[src/rtl/k_and_s_pkg.sv]
// ---------------------------------------------------------------------------
// k_and_s_pkg
// Shared types and constants for the K&S processor.
//   decoded_instruction_type : instruction class decoded from the IR
//   ctrl_state_type          : sequencer states of control_unit
//   ALU_*                    : encodings of the data_path ALU op select
//   ctrl_out_type            : bundle of every control_unit output strobe
//   alu_op_of()              : ALU op select for an arithmetic/logic class
// ---------------------------------------------------------------------------
package k_and_s_pkg;

    // Code 4'hF is left unassigned; the sequencer treats it like a NOP.
    typedef enum logic [3:0] {
        I_NOP    = 4'd0,
        I_LOAD   = 4'd1,
        I_STORE  = 4'd2,
        I_MOVE   = 4'd3,
        I_ADD    = 4'd4,
        I_SUB    = 4'd5,
        I_AND    = 4'd6,
        I_OR     = 4'd7,
        I_BRANCH = 4'd8,
        I_BZERO  = 4'd9,
        I_BNZERO = 4'd10,
        I_BNEG   = 4'd11,
        I_BNNEG  = 4'd12,
        I_BOV    = 4'd13,
        I_HALT   = 4'd14
    } decoded_instruction_type;

    typedef enum logic [2:0] {
        S_FETCH    = 3'd0,
        S_DECODE   = 3'd1,
        S_EXEC_ALU = 3'd2,
        S_LOAD     = 3'd3,
        S_STORE    = 3'd4,
        S_MOVE     = 3'd5,
        S_BRANCH   = 3'd6,
        S_HALT     = 3'd7
    } ctrl_state_type;

    localparam logic [1:0] ALU_ADD = 2'b00;
    localparam logic [1:0] ALU_AND = 2'b01;
    localparam logic [1:0] ALU_OR  = 2'b10;
    localparam logic [1:0] ALU_SUB = 2'b11;

    typedef struct packed {
        logic       branch;
        logic       pc_enable;
        logic       ir_enable;
        logic       addr_sel;
        logic       c_sel;
        logic [1:0] operation;
        logic       write_reg_enable;
        logic       flags_reg_enable;
        logic       ram_write_enable;
        logic       halt;
    } ctrl_out_type;

    // Non-ALU classes fall back to ADD, which is also the idle op select.
    function automatic logic [1:0] alu_op_of(input decoded_instruction_type instr);
        logic [1:0] op;
        op = ALU_ADD;
        unique case (instr)
            I_AND:   op = ALU_AND;
            I_OR:    op = ALU_OR;
            I_SUB:   op = ALU_SUB;
            default: op = ALU_ADD;
        endcase
        return op;
    endfunction

endpackage

[src/rtl/control_unit.sv]
// ---------------------------------------------------------------------------
// control_unit
// Moore sequencer for the K&S processor. Every instruction runs
// FETCH -> DECODE -> one execute state (NOP skips execute, HALT parks).
//
// Ports
//   clk                  in   system clock, rising edge
//   rst                  in   synchronous active-high reset; while high every
//                             output is held at 0
//   decoded_instruction  in   current IR decode from data_path
//   zero_op, neg_op,
//   unsigned_overflow,
//   signed_overflow      in   registered ALU flags from data_path
//   branch               out  PC loads IR address instead of PC+1
//   pc_enable            out  PC update strobe
//   ir_enable            out  IR load strobe
//   addr_sel             out  RAM address source: 0 = PC, 1 = IR address
//   c_sel                out  register write source: 0 = ALU, 1 = RAM data
//   operation            out  ALU op select (ALU_* in k_and_s_pkg)
//   write_reg_enable     out  register-file write
//   flags_reg_enable     out  flag-register write
//   ram_write_enable     out  RAM write strobe
//   halt                 out  core stopped
// ---------------------------------------------------------------------------
module control_unit
    import k_and_s_pkg::*;
(
    input  logic                    clk,
    input  logic                    rst,
    input  decoded_instruction_type decoded_instruction,
    input  logic                    zero_op,
    input  logic                    neg_op,
    input  logic                    unsigned_overflow,
    input  logic                    signed_overflow,
    output logic                    branch,
    output logic                    pc_enable,
    output logic                    ir_enable,
    output logic                    addr_sel,
    output logic                    c_sel,
    output logic [1:0]              operation,
    output logic                    write_reg_enable,
    output logic                    flags_reg_enable,
    output logic                    ram_write_enable,
    output logic                    halt
);

    ctrl_state_type state_q;
    ctrl_state_type state_d;
    logic           taken;
    ctrl_out_type   ctrl;

    // No branch condition looks at unsigned overflow; the flag is carried
    // on the interface so data_path can be wired uniformly.
    logic unused_flag;
    assign unused_flag = unsigned_overflow;

    // -----------------------------------------------------------------------
    // State register
    // -----------------------------------------------------------------------
    // NOTE: sequential state is written with non-blocking assignments so every
    // flop samples the pre-edge value of its inputs, independent of the order
    // the simulator evaluates always blocks in.
    always_ff @(posedge clk) begin
        if (rst) begin
            state_q <= S_FETCH;
        end else begin
            state_q <= state_d;
        end
    end

    // -----------------------------------------------------------------------
    // Next-state logic
    // -----------------------------------------------------------------------
    // NOTE: every combinational output gets a default before the case so no
    // path leaves it unassigned; otherwise a latch would be inferred.
    always_comb begin
        state_d = state_q;
        unique case (state_q)
            S_FETCH: state_d = S_DECODE;
            S_DECODE: begin
                unique case (decoded_instruction)
                    I_ADD, I_SUB, I_AND, I_OR:  state_d = S_EXEC_ALU;
                    I_LOAD:                     state_d = S_LOAD;
                    I_STORE:                    state_d = S_STORE;
                    I_MOVE:                     state_d = S_MOVE;
                    I_BRANCH, I_BZERO, I_BNZERO,
                    I_BNEG, I_BNNEG, I_BOV:     state_d = S_BRANCH;
                    I_HALT:                     state_d = S_HALT;
                    default:                    state_d = S_FETCH;
                endcase
            end
            S_EXEC_ALU, S_LOAD, S_STORE,
            S_MOVE, S_BRANCH:                   state_d = S_FETCH;
            S_HALT:                             state_d = S_HALT;
            default:                            state_d = S_FETCH;
        endcase
    end

    // -----------------------------------------------------------------------
    // Branch condition. The flags are registered in data_path, so a flag
    // written by the previous ALU instruction is already visible here.
    // -----------------------------------------------------------------------
    always_comb begin
        taken = 1'b0;
        unique case (decoded_instruction)
            I_BRANCH: taken = 1'b1;
            I_BZERO:  taken = zero_op;
            I_BNZERO: taken = !zero_op;
            I_BNEG:   taken = neg_op;
            I_BNNEG:  taken = !neg_op;
            I_BOV:    taken = signed_overflow;
            default:  taken = 1'b0;
        endcase
    end

    // -----------------------------------------------------------------------
    // Output decode. Reset overrides the state so no strobe (in particular a
    // RAM write caught mid-STORE) can fire while rst is high.
    // -----------------------------------------------------------------------
    always_comb begin
        ctrl = '0;
        if (!rst) begin
            unique case (state_q)
                S_FETCH: begin
                    ctrl.ir_enable = 1'b1;
                    ctrl.pc_enable = 1'b1;
                end
                S_DECODE: ;
                S_EXEC_ALU: begin
                    ctrl.operation        = alu_op_of(decoded_instruction);
                    ctrl.write_reg_enable = 1'b1;
                    ctrl.flags_reg_enable = 1'b1;
                end
                S_LOAD: begin
                    ctrl.addr_sel         = 1'b1;
                    ctrl.c_sel            = 1'b1;
                    ctrl.write_reg_enable = 1'b1;
                end
                S_STORE: begin
                    ctrl.addr_sel         = 1'b1;
                    ctrl.ram_write_enable = 1'b1;
                end
                S_MOVE: begin
                    // OR of a register with itself copies it through the ALU
                    // without touching the flags.
                    ctrl.operation        = ALU_OR;
                    ctrl.write_reg_enable = 1'b1;
                end
                S_BRANCH: begin
                    ctrl.pc_enable = taken;
                    ctrl.branch    = taken;
                end
                S_HALT: ctrl.halt = 1'b1;
                default: ;
            endcase
        end
    end

    assign branch           = ctrl.branch;
    assign pc_enable        = ctrl.pc_enable;
    assign ir_enable        = ctrl.ir_enable;
    assign addr_sel         = ctrl.addr_sel;
    assign c_sel            = ctrl.c_sel;
    assign operation        = ctrl.operation;
    assign write_reg_enable = ctrl.write_reg_enable;
    assign flags_reg_enable = ctrl.flags_reg_enable;
    assign ram_write_enable = ctrl.ram_write_enable;
    assign halt             = ctrl.halt;

endmodule
[config.mk]
export PLATFORM = sky130hd
export DESIGN_NAME = control_unit
export DESIGN_NICKNAME = d
export VERILOG_FILES = /design/src/rtl/k_and_s_pkg.sv /design/src/rtl/control_unit.sv
export SDC_FILE = /design/constraint.sdc
export NUM_CORES = 1
export LEC_CHECK = 0
export ABC_AREA = 1
export CORE_AREA = 2 2 39 41
export CTS_CLUSTER_DIAMETER = 80
export DETAILED_ROUTE_END_ITERATION = 16
export DIE_AREA = 0 0 41 43
export SYNTH_ARGS = -nofsm -noshare
export SYNTH_HDL_FRONTEND = slang
export SYNTH_SLANG_ARGS = --single-unit
[constraint.sdc]
create_clock -name clk -period 0.85 [get_ports clk]
set_clock_uncertainty 0.05 [all_clocks]
set_input_delay 0.1275 -clock clk [delete_from_list [all_inputs] [get_ports clk]]
set_output_delay 0.1275 -clock clk [all_outputs]
set_load 0.03 [all_outputs]
Word level (Yosys, flattened, before mapping). Memories as Yosys holds them, arrays and structs flattened. Index checks and enable logic that the tools add are counted.

Memories kept: 1. Memory bits (read-only): 48. Register bits: 3. Input port bits: 10. Output and inout bits: 11. Logic and storage cells: 38.

Memories: (no name shown) (words 16, bits a word 3, read ports 1, clocked after memory_dff 0, write ports 0, line control_unit.sv:81) `unique case (decoded_instruction)`.

Equal/unequal tests: 16. Muxes and demuxes: 14. Reductions and logical operators: 6.

Operator list (number): 4-bit == test, second input constant (6); 3-bit == test, second input constant (4); 4-bit by 3-bit == test with 1-bit output, second input constant (3); 3-bit case mux with 4 select lines (1); 11-bit 2-to-1 mux (1); 1-bit 2-to-1 mux (8); 3-bit by 2-bit == test with 1-bit output, second input constant (2); 1-bit case mux with 6 select lines (1); 2-bit case mux with 3 select lines (1); 5-bit OR reduction (1); 2-bit case mux with 2 select lines (1); 3-bit by 1-bit == test with 1-bit output, second input constant (1); 3-bit logical NOT (1); 3-bit OR reduction (1); 1-bit logical NOT (2); 1-bit case mux with 2 select lines (1); 2-bit OR reduction (1).

Longest topological paths before layout. Gate-level depths: netlist of run 1.

Word-level depth: 4. Gate-level depth with buffers: 8. Depth with buffers taken out: 8.

Worst setup path before layout of run 1. OpenSTA, ideal clock, no wires.

Path type: register to output. From: register state_q[2]. To: output port addr_sel. Stages on the path, launching flop included: 4. Arrival time: 1281 ps. Buffers on the path: 0. Slack: -608 ps. Required time: 672 ps. Path through: dfxtp_1 > nand2_1 > nor2_1 > or2_1.

Longest elaborated chain between the ends: 4. Elaborated cells on any way between the ends: 5. Those cells by class: eq/ne (2); mux (2); reduce/logical (1).

RTL lines: from (decl) (line control_unit.sv:47) `ctrl_state_type state_q;`; from (signal assigned) (line control_unit.sv:67) `state_q <= state_d;`; 3-bit by 2-bit == test with 1-bit output / 3-bit == test (equally long branches) (line control_unit.sv:123) `unique case (state_q)`; 2-bit OR reduction (no line) (*); 1-bit 2-to-1 mux (*) (line control_unit.sv:123); 11-bit 2-to-1 mux (*) (line control_unit.sv:122) `if (!rst) begin`; to (decl) (line control_unit.sv:38) `output logic addr_sel,`.

Every way passes the cells marked *; elsewhere a longest branch is shown, timed or not.

Worst setup path after layout of run 1.
From: register state_q[0]. To: output port operation[1].

Longest elaborated chain between the ends: 3. Elaborated cells on any way between the ends: 4. Those cells by class: eq/ne (2); mux (2).

RTL lines: 3-bit == test / 3-bit by 2-bit == test with 1-bit output (equally long branches) (line control_unit.sv:123); 2-bit case mux with 2 select lines (*) (line control_unit.sv:123); 11-bit 2-to-1 mux (*) (line control_unit.sv:122); to (decl) (line control_unit.sv:40) `output logic [1:0] operation,`.

Marked as above.

==> results of run 1 <==
==> metal layers <==
metal / track usage (%) / vias up / part of all wire (%)
li1: - / 320 / -
met4: 4.000 / 0 / 0
met5: 0 / - / 0
met3: 3.141 / 0 / 1.9
met2: 30.94 / 9 / 57
met1: 21.79 / 276 / 41
==> cells in the final DEF, fill, tap and decap left out, types with 2 or more instances in the layout <==
cell | netlist | layout
o21ai_0 | 4 | 3
nand4_1 | 3 | 3
dlygate4sd2_1 | 0 | 4
nor3_2 | 2 | 2
inv_2 | 4 | 6
inv_1 | 10 | 8
a21oi_1 | 2 | 2
nor2_4 | 1 | 6
buf_4 | 1 | 21
nand2_1 | 19 | 12
nand2_4 | 0 | 3
clkdlybuf4s50_1 | 0 | 4
nand2_2 | 0 | 4
buf_6 | 1 | 20
clkbuf_4 | 0 | 3
nor2_1 | 7 | 4
nand3_1 | 5 | 4
dfxtp_2 | 0 | 2
==> worst max path at each step <==
stage | from | end
global route | state_q[0] | operation[1]
detailed placement | rst | addr_sel
finish | state_q[0] | operation[1]
floorplan | state_q[2] | operation[0]
CTS | state_q[2] | operation[0]
global placement | rst | addr_sel
==> area by class of cell <==
class	instances	area (sq um)
Timing Repair Buffer	49	457.9
Fill cell	126	414.1
Multi-Input combinational cell	51	346.6
Sequential cell	3	66.31
Inverter	14	52.55
Clock buffer	4	26.28
Tap cell	16	20.02
==> metrics by stage <==
stage               total power [W]  std cells  setup slack, ps
floorplan                 0.0004572         70           -454.6
global placement          0.0006967        126            -1034
detailed placement        0.0007016        126            -1055
CTS                        0.001036        135           -605.2
global route               0.001132        137           -704.1
finish                     0.001057        137           -653.5
==> cell families after synthesis <==
family,count (synthesis),share of synthesized area (%)
buffers and inverters,16,18.63
AND/OR/NAND/NOR,43,54.25
flip-flops,3,15.69
XOR/XNOR,1,2.288
AO/OA/AOI/OAI,7,9.149
==> power breakdown <==
group | total (W) | leakage, nW | internal (W) | switching [W]
Clock | 0.000241 | 0.0150 | 0.000175 | 0.0000660
Combinational | 0.000624 | 0.447 | 0.000316 | 0.000307
Sequential | 0.000192 | 0.0261 | 0.000165 | 0.0000265
Total | 0.00106 | 0.488 | 0.000657 | 0.000400
==> repair_timing <==
action	CTS	global route
gates resized for setup	35	9
pin swaps	11	2
setup endpoints to repair	14	14
hold buffers	0	0
setup buffers	5	2
==> results.json, run 1 <==
{
  "overflow": 0,
  "clock_path_buffers": 2,
  "drt_iter0_markers": 6,
  "grt_setup_unrepaired": "yes",
  "vias": 605,
  "synth.area.top_cells": "nand2_1 19%, dfxtp_1 16%, inv_1 9.8%, nor2_1 6.9%, nand3_1 6.5%",
  "htree_levels": 1,
  "cp.arrival_ps": 1330,
  "violations": "setup timing",
  "synth_nets": 80,
  "die_h_um": 43,
  "ys_seq_area_share_pct": 15.69,
  "worstRegToRegCells": 4,
  "dpl_cell_area_sq_um": 778.2,
  "synth_edf_count": 0,
  "worstMarginPinSlew_ps": 271.1,
  "critPathMaxStageDelay_ps": 330,
  "min_to": "state_q[1]",
  "r2r_setup_slack_ps": -260,
  "critPathTopFamily": "simple AND/OR/NAND/NOR gates",
  "min_from": "rst",
  "antenna_found_initial": 0,
  "cap_violations": 0,
  "path_max_fanout": 3,
  "antenna_cells": 0,
  "grt_pass1_wl_mm": 2.214,
  "crit_chain": "inv_2, buf_4, nand2_4, nor3_1, nand3_2, nand2_2, buf_6",
  "setup-violations-final": 14,
  "cts_sinks": 3,
  "cts_tree": "yes",
  "ios": 21,
  "wl_mm": 1.373,
  "place.gp.congestion": 0.7994,
  "cts_root_buf": "clkbuf_4",
  "largest_reg_flops": 3,
  "cp_num_buf_inv": 3,
  "area_delta_synth_final_pct": 153.3,
  "crit_type": "reg2out",
  "synthCells": 70,
  "finalHoldViolCount": 0,
  "core_area_sq_mm": 0.001384,
  "wl_per_cell_um": 10.02,
  "worstSetupPathDepth": 7,
  "timing.final.ws_setup_ps": -653.5,
  "final_area_sq_um": 969.7,
  "ys.flop_type": "dfxtp_1",
  "grt_max_degree": 8,
  "ys_seq_elements": 3,
  "via_per_inst": 4.416,
  "fin_tns_setup_ps": -6629,
  "synth_top_area_cell": "nand2_1",
  "drcViolationCount": 0,
  "slew_headroom_pct": 81.93,
  "first_pass_iters": 3,
  "synth.top_cell.area_share_pct": 18.63,
  "syn-mean-instance-area_sq_um": 5.470,
  "synth_common_cells": "19 x nand2_1, 10 x inv_1, 7 x nor2_1",
  "dp_hpwl_um": 969.2,
  "hold_depth": 2,
  "grt_pass1_vias": 537,
  "ant_nets": 0,
  "fp.dieW_um": 41,
  "ys_async_sr_fraction_pct": 0,
  "ys_types": 18,
  "numCtsBuffers": 3,
  "ys_warn_count": 0,
  "cts.reportedPaths.clkPinSlew_ps": 40,
  "synthMostInstantiatedCell": "nand2_1",
  "rows": 14,
  "max_freq_ghz": 0.6651,
  "fin_util_pct": 70.07,
  "insertion_delay_ps": 230,
  "start_kind": "flip-flop",
  "p_per_area_mw_per_mm2": 1090,
  "fin_crit_ps": 1503,
  "start_util_pct": 27.67,
  "hold_ws_ps": 268.7,
  "required_ps": 670,
  "r2r_start": "state_q[2]",
  "p_leak_nw": 0.4884,
  "vdd_ir_drop_max_mv": 1.050,
  "portBuffers": 19,
  "outcome": "finished with violations",
  "reg_top3": "state_q (3)",
  "largest_register": "state_q",
  "grt_usage_pct": 17.95,
  "fin_nets": 132,
  "r2r_end": "state_q[1]",
  "critPathCaptureType": "primary output",
  "final_max_slew_viol_count": 0,
  "drive_gt1_share_pct": 60.33,
  "slowest_stage": "dfxtp_2",
  "synth_area_sq_um": 382.9,
  "hp-class": "in2reg",
  "die_area_sq_mm": 0.001763,
  "finalCritPeriodShare_pct": 176.9
}
(Power assumes the default switching activity.)
==> run 2: changes to the inputs <==
PLACE_DENSITY = 0.65   (was unset)
==> results.json, run 2 (synthesis gave the netlist of run 1 again) <==
{
  "min_to": "state_q[1]",
  "rows": 14,
  "insertion_delay_ps": 230,
  "grt_setup_unrepaired": "yes",
  "core_area_sq_mm": 0.001384,
  "ant_nets": 0,
  "cts.reportedPaths.clkPinSlew_ps": 30,
  "cap_violations": 0,
  "hold_buffers": 0,
  "largest_register": "state_q",
  "via_per_inst": 4.287,
  "grt_usage_pct": 17.55,
  "outcome": "finished with violations",
  "timing.final.ws_setup_ps": -595.9,
  "finalHoldViolCount": 0,
  "grt_pass1_vias": 546,
  "mostFrequentLayoutCell": "buf_4",
  "largest_reg_flops": 3,
  "place.gp.congestion": 0.7917,
  "hold_ws_ps": 245.8,
  "mostFrequentLayoutCells": "21 x buf_4, 19 x buf_6, 12 x nand2_1",
  "r2r_setup_slack_ps": -340,
  "worstMarginPinSlew_ps": 282.4,
  "worstRegToRegCells": 6,
  "critPathCaptureType": "primary output",
  "wl_mm": 1.320,
  "power_frac_clock_pct": 21.9,
  "path_max_fanout": 4,
  "hold_depth": 2,
  "dpl.cell_count": 124,
  "slew_headroom_pct": 81.17,
  "use_met3_pct": 3.141,
  "first_pass_iters": 1,
  "drcViolationCount": 0,
  "htree_levels": 1,
  "die_area_sq_mm": 0.001763,
  "die_h_um": 43,
  "drive_gt1_share_pct": 60.83,
  "setup-violations-final": 14,
  "switching_share_pct": 38.02,
  "fin_crit_ps": 1446,
  "required_ps": 670,
  "regArea_sq_um": 66.31,
  "finalNonFillerCells": 136,
  "overflow": 0,
  "antenna_found_initial": 0,
  "numCtsBuffers": 3,
  "r2r_end": "state_q[2]",
  "vias": 583,
  "start_kind": "flip-flop",
  "cts_sinks": 3,
  "wl_per_cell_um": 9.706,
  "grt_pass1_wl_mm": 2.152,
  "fin_tns_setup_ps": -6559,
  "r2r_start": "state_q[0]",
  "start_util_pct": 27.67,
  "fp.dieW_um": 41,
  "min_from": "rst",
  "power_switching_w": 0.0004176,
  "grt_use_met1_pct": 21.79,
  "p_seq_share_pct": 17.4,
  "cts_tree": "yes",
  "top_usage_layer": "met2",
  "area_delta_synth_final_pct": 156.9,
  "p_leak_nw": 0.4889,
  "reg_top3": "state_q (3)",
  "violations": "setup timing",
  "cts_root_buf": "clkbuf_4",
  "dp_hpwl_um": 944.5,
  "finalCritPeriodShare_pct": 170.1,
  "multiInputGateArea_sq_um": 371.6,
  "drt_iter0_markers": 0,
  "antenna_cells": 0,
  "p_per_area_mw_per_mm2": 1117,
  "crit_type": "reg2out",
  "fin_nets": 131,
  "p_comb_share_pct": 60.7,
  "hp-class": "in2reg",
  "vdd_ir_drop_max_mv": 0.8555,
  "intPower_w": 0.0006809,
  "final_max_slew_viol_count": 0,
  "met2_usage_pct": 27.81,
  "nFillCells": 111,
  "ios": 21,
  "max_freq_ghz": 0.6916,
  "cp.arrival_ps": 1270,
  "portBuffers": 19,
  "grt_max_degree": 8,
  "clock_path_buffers": 2
}
run 2: changes by cell type in the layout (fill, tap and decap cells not counted), sizes merged:
cell	previous run	this run
buf	41	40
run 2: power by group through the flow:
stage          clock network [W]  logic, W  registers (W)
6_report                0.000241  0.000667       0.000191
5_1_grt                 0.000272  0.000715       0.000193
4_1_cts                 0.000256  0.000587       0.000190
3_5_place_dp                   0  0.000509       0.000186
3_3_place_gp                   0  0.000503       0.000185
2_1_floorplan                  0  0.000274       0.000183
run 2: worst max path at each step:
stage | start | end | cells past startpoint
after floorplan | state_q[2] | operation[0] | 5
after global placement | rst | addr_sel | 6
after detailed placement | rst | addr_sel | 6
after CTS | state_q[2] | operation[0] | 7
after global routing | state_q[2] | operation[0] | 7
final | state_q[2] | operation[0] | 7
run 2: layer usage:
metal | share of wire, % | vias to the layer above
met5 | 0 | -
met4 | 0 | 0
met3 | 1.4 | 0
met2 | 52 | 9
met1 | 46 | 257
li1 | - | 317
run 2: through the flow:
step | setup WS, ps | total power, W | area (sq um) | utilization, %
2_1_floorplan | -454.6 | 0.0004572 | 439.2 | -
4_1_cts | -611.9 | 0.001032 | 914.6 | 66.09
3_5_place_dp | -1042 | 0.0006952 | 763.2 | 55.15
6_report | -595.9 | 0.001098 | 983.4 | 71.07
5_1_grt | -672.7 | 0.001180 | 983.4 | 71.07
3_3_place_gp | -1033 | 0.0006881 | 763.2 | 55.15
run 2: what timing repair did:
action | in CTS | in global routing
gates resized for setup | 34 | 13
hold endpoints to repair | 0 | 0
buffers inserted | 5 | 4
pin swaps | 10 | 4
endpoints found under the setup margin | 14 | 14
run 2: area by class of cell:
| type | count | share of cell area, % |
|---|---|---|
| repair buffers | 48 | 45.42 |
| multi-input cells | 51 | 37.79 |
| flip-flops and latches | 3 | 6.743 |
| inverters | 14 | 5.344 |
| clock buffers | 4 | 2.672 |
| well taps | 16 | 2.036 |
run 2: critical path, stage by stage, from the launching register on:
cell and delay (ps):
dfxtp_4 360, nor2_4 90, inv_2 50, buf_6 130, nor2_4 80, nand2_2 70, nor3_4 110, buf_6 150
